$ cat config.mk
export PLATFORM = sky130hd
export DESIGN_NAME = dmem_bus_arbiter
export DESIGN_NICKNAME = d
export VERILOG_FILES = /design/src/rtl/dmem_bus_arbiter.sv
export SDC_FILE = /design/constraint.sdc
export NUM_CORES = 1
export LEC_CHECK = 0
export CAP_MARGIN = 15
export CORE_MARGIN = 2
export CORE_UTILIZATION = 34
export CTS_CLUSTER_DIAMETER = 30
export CTS_CLUSTER_SIZE = 28
export DETAILED_ROUTE_END_ITERATION = 6
export MAX_ROUTING_LAYER = met4
export PLACE_DENSITY = 0.84
export SETUP_SLACK_MARGIN = 0.1
export SYNTH_ARGS = -nofsm -noshare
export SYNTH_HDL_FRONTEND = slang
export SYNTH_SLANG_ARGS = --single-unit
$ cat constraint.sdc
create_clock -name clk -period 5.9 [get_ports clk]
set_clock_uncertainty 0.2 [all_clocks]
set_input_delay 1.18 -clock clk [delete_from_list [all_inputs] [get_ports clk]]
set_output_delay 1.18 -clock clk [all_outputs]
set_load 0.01 [all_outputs]
$ cat src/rtl/dmem_bus_arbiter.sv
// rtl/dmem_bus_arbiter.sv - CPU/DMA arbiter for the single-port synchronous data RAM
// Optional DMEM_ARB_STARVE_EN: forced DMA grant after MAXWAIT consecutive denied cycles.
module dmem_bus_arbiter #(
    parameter int DBITS        = 32,
    parameter int DMEMADDRBITS = 13,
    parameter int DMEMWORDBITS = 2,
    parameter int MAXWAIT      = 4,
    parameter int MAXLOCK      = 8
) (
    input  logic                                 clk,
    input  logic                                 reset,
    input  logic                                 cpu_req,
    input  logic                                 cpu_we,
    input  logic [DBITS-1:0]                     cpu_addr,
    input  logic [DBITS-1:0]                     cpu_wdata,
    output logic                                 cpu_gnt,
    output logic                                 cpu_stall,
    output logic                                 cpu_rvalid,
    output logic [DBITS-1:0]                     cpu_rdata,
    input  logic                                 dma_req,
    input  logic                                 dma_we,
    input  logic [DBITS-1:0]                     dma_addr,
    input  logic [DBITS-1:0]                     dma_wdata,
    output logic                                 dma_gnt,
    output logic                                 dma_rvalid,
    output logic [DBITS-1:0]                     dma_rdata,
    input  logic                                 dma_lock,
    output logic                                 mem_we,
    output logic [DMEMADDRBITS-DMEMWORDBITS-1:0] mem_addr,
    output logic [DBITS-1:0]                     mem_wdata,
    input  logic [DBITS-1:0]                     mem_rdata
);

    localparam int WIDX = DMEMADDRBITS - DMEMWORDBITS;
    localparam int LCW  = $clog2(MAXLOCK + 1);
    localparam logic [DBITS-1:0] OOR_RDATA = DBITS'(32'hDEADBEEF);

    typedef enum logic [1:0] {
        IDLE       = 2'd0,
        CPU_OWN    = 2'd1,
        DMA_OWN    = 2'd2,
        DMA_LOCKED = 2'd3
    } state_t;

    state_t         state_q;
    state_t         state_d;
    logic [LCW-1:0] lock_cnt_q;
    logic [LCW-1:0] lock_cnt_d;
    logic           starve_hit;

    logic             any_gnt;
    logic             sel_we;
    logic             sel_oor;
    logic [DBITS-1:0] sel_addr;
    logic [DBITS-1:0] sel_wdata;
    logic [WIDX-1:0]  last_addr_q;
    logic [DBITS-1:0] last_wdata_q;

    logic             rd_pending_q;
    logic             rd_dma_q;
    logic             rd_oor_q;
    logic [DBITS-1:0] ret_data;
    logic [DBITS-1:0] cpu_rdata_q;
    logic [DBITS-1:0] dma_rdata_q;
    logic             unused_offset_bits;

`ifdef DMEM_ARB_STARVE_EN
    localparam int SCW = $clog2(MAXWAIT + 1);

    logic [SCW-1:0] starve_cnt_q;

    assign starve_hit = (starve_cnt_q == SCW'(MAXWAIT));

    always_ff @(posedge clk or posedge reset) begin
        if (reset) begin
            starve_cnt_q <= '0;
        end else if (!dma_req || dma_gnt) begin
            starve_cnt_q <= '0;
        end else if (!starve_hit) begin
            starve_cnt_q <= starve_cnt_q + 1'b1;
        end
    end
`else
    localparam int unused_maxwait = MAXWAIT;

    assign starve_hit = 1'b0;
`endif

    // State register: winner of the previous cycle plus length of the current lock run.
    always_ff @(posedge clk or posedge reset) begin
        if (reset) begin
            state_q    <= IDLE;
            lock_cnt_q <= '0;
        end else begin
            state_q    <= state_d;
            lock_cnt_q <= lock_cnt_d;
        end
    end

    // Next state: a lock run is counted in grants, so it never exceeds MAXLOCK cycles.
    always_comb begin
        state_d    = IDLE;
        lock_cnt_d = '0;
        if (dma_gnt) begin
            if (dma_lock && (lock_cnt_q < LCW'(MAXLOCK - 1))) begin
                state_d    = DMA_LOCKED;
                lock_cnt_d = lock_cnt_q + 1'b1;
            end else begin
                state_d = DMA_OWN;
            end
        end else if (cpu_gnt) begin
            state_d = CPU_OWN;
        end
    end

    // Grant outputs: combinational, at most one per cycle, none while in reset.
    always_comb begin
        cpu_gnt = 1'b0;
        dma_gnt = 1'b0;
        if (!reset) begin
            if ((state_q == DMA_LOCKED) && dma_req) begin
                dma_gnt = 1'b1;
            end else if (starve_hit && dma_req) begin
                dma_gnt = 1'b1;
            end else if (cpu_req) begin
                cpu_gnt = 1'b1;
            end else if (dma_req) begin
                dma_gnt = 1'b1;
            end
        end
    end

    assign cpu_stall = cpu_req & ~cpu_gnt;

    assign any_gnt   = cpu_gnt | dma_gnt;
    assign sel_addr  = cpu_gnt ? cpu_addr  : dma_addr;
    assign sel_we    = cpu_gnt ? cpu_we    : dma_we;
    assign sel_wdata = cpu_gnt ? cpu_wdata : dma_wdata;
    assign sel_oor   = |sel_addr[DBITS-1:DMEMADDRBITS];

    assign unused_offset_bits = ^sel_addr[DMEMWORDBITS-1:0];

    // Out-of-range accesses still consume the slot but never reach the RAM array.
    assign mem_we    = any_gnt & sel_we & ~sel_oor;
    assign mem_addr  = any_gnt ? sel_addr[DMEMADDRBITS-1:DMEMWORDBITS] : last_addr_q;
    assign mem_wdata = any_gnt ? sel_wdata : last_wdata_q;

    always_ff @(posedge clk or posedge reset) begin
        if (reset) begin
            last_addr_q  <= '0;
            last_wdata_q <= '0;
        end else if (any_gnt) begin
            last_addr_q  <= sel_addr[DMEMADDRBITS-1:DMEMWORDBITS];
            last_wdata_q <= sel_wdata;
        end
    end

    // Read return tag: which port owns the data coming back from the RAM this cycle.
    always_ff @(posedge clk or posedge reset) begin
        if (reset) begin
            rd_pending_q <= 1'b0;
            rd_dma_q     <= 1'b0;
            rd_oor_q     <= 1'b0;
        end else begin
            rd_pending_q <= any_gnt & ~sel_we;
            rd_dma_q     <= dma_gnt;
            rd_oor_q     <= sel_oor;
        end
    end

    assign ret_data   = rd_oor_q ? OOR_RDATA : mem_rdata;
    assign cpu_rvalid = rd_pending_q & ~rd_dma_q;
    assign dma_rvalid = rd_pending_q & rd_dma_q;
    assign cpu_rdata  = cpu_rvalid ? ret_data : cpu_rdata_q;
    assign dma_rdata  = dma_rvalid ? ret_data : dma_rdata_q;

    always_ff @(posedge clk or posedge reset) begin
        if (reset) begin
            cpu_rdata_q <= '0;
            dma_rdata_q <= '0;
        end else begin
            if (cpu_rvalid) begin
                cpu_rdata_q <= ret_data;
            end
            if (dma_rvalid) begin
                dma_rdata_q <= ret_data;
            end
        end
    end

endmodule

== Yosys cells after proc, flatten, opt, wreduce, memory -nomap -nowiden ==
Cells that the tools add are included.
Word-level totals
  bits of input ports: 167
  RAM bits: 0
  word-level logic and storage cells: 46
  latch bits: 0
  memories kept: 0
  bits in registers: 116
  memory bits (read-only): 0
Cells by class
  reduce and logical (&&, ||, !) cells: 3
  multipliers: 0
  shift operators: 0
  div/mod/pow operators: 0
  bitwise operators: 11
  equality and inequality tests: 1
  add/subtract/negate cells: 1
  $lt $le $gt $ge: 1
  muxes and demuxes: 20
Operators by type and width (count)
  32-bit two-way mux: 6
  19-bit OR reduction: 1
  11-bit two-way mux: 1
  1-bit two-way mux: 10
  4-bit two-way mux: 2
  1-bit AND: 6
  4-bit by 1-bit adder with 4-bit output (second input constant): 1
  4-bit by 3-bit less-than comparator with 1-bit output (second input constant): 1
  1-bit inverter: 4
  2-bit equality test (second input constant): 1
  1-bit logical AND: 2
  2-bit two-way mux: 1
  1-bit bitwise OR: 1

== Depth between registers and ports, before layout ==
  word-level depth: 8
  depth in mapped cells: 6
  depth with buffers taken out: 5

== Worst setup path after synthesis ==
No wires, ideal clock.
  path type: in2out
  start: in reset
  end: out mem_addr[0]
  cell stages on the path: 6
  setup slack: -384 ps
  data arrival time: 4904 ps
  path buffers: 2
  required time: 4520 ps
  cell sequence: inv_1 -> o21ai_1 -> buf_2 -> buf_2 -> nand2_1 -> o21ai_0
On the way
  longest elaborated chain between the ends: 3
  elaborated cells on any way between the ends: 5
Ends and longest elaborated chain
  start: declaration: RTL line 11  | input logic reset,
  1-bit two-way mux: RTL line 120  | if (!reset) begin
  32-bit two-way mux / 1-bit bitwise OR (equally long branches): RTL line 136, 135
  11-bit two-way mux (*)
  end: declaration: RTL line 29  | output logic [DMEMADDRBITS-DMEMWORDBITS-1:0] mem_addr,
Every way passes the cells marked *; elsewhere a longest branch is shown, timed or not.

== Worst setup path after layout ==
  start: in dma_req
  end: out mem_wdata[23]
On the way
  longest elaborated chain between the ends: 6
  elaborated cells on any way between the ends: 10
Ends and longest elaborated chain
  start: declaration: RTL line 20  | input logic dma_req,
  1-bit two-way mux: RTL line 127  | end else if (dma_req) begin
  1-bit two-way mux: RTL line 125  | end else if (cpu_req) begin
  1-bit two-way mux: RTL line 121  | if ((state_q == DMA_LOCKED) && dma_req) begin
  1-bit two-way mux: RTL line 120
  1-bit bitwise OR: RTL line 135  | assign any_gnt = cpu_gnt | dma_gnt;
  32-bit two-way mux (*)
  end: declaration: RTL line 30  | output logic [DBITS-1:0] mem_wdata,
Marked as above.

==> flow_summary.toml <==
[outcome]
outcome = "complete, no violations"

[layout]
fin_util_pct = 60.4
final_area_sq_um = 8350
stdcell_count = 941
final_nets = 916
drive_gt1_share_pct = 5.78
final-seq-area_sq_um = 2880
syn2layout_area_growth_pct = 74.5
fillCellCount = 1161
multi_input_area_sq_um = 1760
diodes = 0

[setup_path]
cp_data_arrival_time_ns = 3.56
crit_buf_inv = 3
reg2reg_slack_ns = 3.89
cp_cell_sequence = "clkdlybuf4s50_1, nand3_1, nand3_2, buf_4, mux2i_1, o21ai_0, clkdlybuf4s50_1"
crit_fanout = 12
cp-start-kind = "input pin"
worstSetupPathType = "input pin to output pin"
cp-end-kind = "output pin"
required_ns = 4.52
path_delay_family = "buffers and inverters"
crit_top_cell = "clkdlybuf4s50_1"
cp_slowest_stage_delay_ns = 0.63
slowest_stage = "clkdlybuf4s50_1"

[logic_synthesis]
synth-simple-area-share_pct = 15.1
yosys.area_share.adder_pct = 0.262
syn_nets = 646
ys_warn_count = 0
synth_seq_area_share_pct = 60.2
synth_edf_count = 0
synth_area_leader_cell = "dfrtp_1"
synth.top_cell.area_share_pct = 60.2
synth_most_common_cell = "dfrtp_1"
ys_types = 28
synth_top_family_by_area = "simple AND/OR/NAND/NOR gates"
synth_area_leaders = "dfrtp_1 60%, o21ai_0 11%, mux2i_1 9.2%, nand2_1 8.8%, nor2_1 2.2%"
synthFlopType = "dfrtp_1"
syn_avg_cell_area_sq_um = 10.0
synth_xor_area_share_pct = 0.183
synth_area_sq_um = 4780
synth_compound_area_share_pct = 11.7
ys_seq_elements = 115
muxShareOfSynthArea_pct = 9.21
synthArstFlopShare_pct = 100
synthCells = 478
yosys-top-cells-count = "115 x dfrtp_1, 112 x nand2_1, 107 x o21ai_0, 44 x mux2i_1, 28 x nor2_1"

[grt]
grt_pass1_wl_microns = 21900
grt_start_max_net_pins = 89
track_usage_pct = 20.1
grt_antenna_before_repair = 0
grt_pass1_vias = 4313
gr-total-overflow = 0

[sta]
setup_viol = 0
finalMaxSlewViolations = 0
max_freq_mhz = 202
hold_viol = 0
timing.hold.ws_ns = 0.266
finalSetupTns_ns = 0
worst_pin_slew_ns = 1.03
slew_headroom_pct = 31.3
finalCriticalPeriod_ns = 4.94
finalCritPeriodShare_pct = 83.7
rsz0062_at_grt = "false"

[cts]
clkSlewWorstSetupHoldPaths_ns = 0.05
clk_latency_ns = 0.41
cts_max_level = 4
cts_sinks = 115
cts_tree = "built"
cts_made_buffers = 17
cts_resized = 0
cts_setup_buffers = 0
cts_hold_buf = 0
cts_buffer_depth = 2
cts_root_buf = "clkbuf_16"

[pwr]
leakage_nw = 3.75
vdd_drop_max_mv = 0.176
p_per_area_nw_per_um2 = 326

[detailed_routing]
vias_per_cell = 4.64
wirelength_microns = 14500
drt_iter0_markers = 252
drc = 0
wire_per_inst_microns = 15.4
drtPass1Iterations = 5
vias = 4366
antenna_left = 0

[place]
post_dp_cell_area_sq_um = 7720
hpwl_microns = 10700
place.gp.congestion = 0.852
io_buffers = 275
dp_cells = 909

[floorplanning]
die-area_sq_um = 15000
core_sq_um = 13800
chipHeight_microns = 123
start_util_pct = 34.6
die_w_microns = 123
io_pins = 280
rows = 43

[min_path]
hold_path.class = "register to register"

[job]
cap_violations = 0
## cells by family after synthesis
logic type	after synthesis
AOI/OAI and AO/OA	110
xor gates and xnor gates	1
muxes	44
buffers and inverters	36
DFF	115
and+or+nand+nor	171
adders and majority gates	1
## per-stage QoR
step | setup WS (ns) | power, mW
final | 0.961 | 2.72
after global routing | 0.798 | 2.85
after CTS | 0.930 | 2.75
after detailed placement | 0.939 | 1.63
after global placement | 0.963 | 1.61
after floorplan | 0.406 | 1.20
## state kept, by name, summed over array words and instances, names as in the netlist
| signal | flops |
|---|---|
| last_addr_q | 11 |
| rd_pending_q | 1 |
| dma_rdata_q | 32 |
| cpu_rdata_q | 32 |
| lock_cnt_q | 4 |
| last_wdata_q | 32 |
| rd_dma_q | 1 |
| state_q | 1 |
| rd_oor_q | 1 |
## routing by layer
metal | track usage (%) | vias to the layer above | share of wire, %
met1 | 21.2 | 1976 | 38
met5 | - | - | 0
met4 | 10.2 | 0 | 3.6
li1 | - | 2155 | -
met3 | 5.76 | 35 | 7.9
met2 | 34.2 | 200 | 51
## power breakdown
part,switching (mW),internal [mW]
clock network,0.349,0.756
registers,0.0342,0.919
logic,0.289,0.372
total,0.671,2.05
## layout by cell type, fill, tap and decap left out, types with 2 or more instances in the layout
cell type and count:
nor4_1 8, nand2b_1 9, inv_1 3, clkinvlp_4 2, clkbuf_16 17, o21ai_0 107
mux2i_1 44, nand2_1 111, buf_4 5, clkinv_2 5, dfrtp_1 115, clkdlybuf4s50_1 275
bufinv_16 5, nand3_1 3, clkbuf_1 3, nor2_1 28, nor3_1 2, buf_12 2
and2_1 2
## final cells by class
type | count | area share (%)
clock inverter | 11 | 2.19
clock buffer | 21 | 5.39
sequential | 115 | 34.5
timing repair buffer | 282 | 33.9
tap | 180 | 2.70
inverter | 5 | 0.270
multi-input combinational | 327 | 21.1
## worst paths after layout
kind                            cells past startpoint           from          endpoint
min in group asynchronous                           3          reset     lock_cnt_q[2]
max in group asynchronous                           4          reset   cpu_rdata_q[13]
worst max-delay path                                7        dma_req     mem_wdata[23]
worst min-delay path                                1  lock_cnt_q[0]     lock_cnt_q[0]
worst min register to register                      1  lock_cnt_q[0]     lock_cnt_q[0]
worst max register to register                      5       rd_dma_q  last_wdata_q[23]
(Power assumes the default switching activity.)
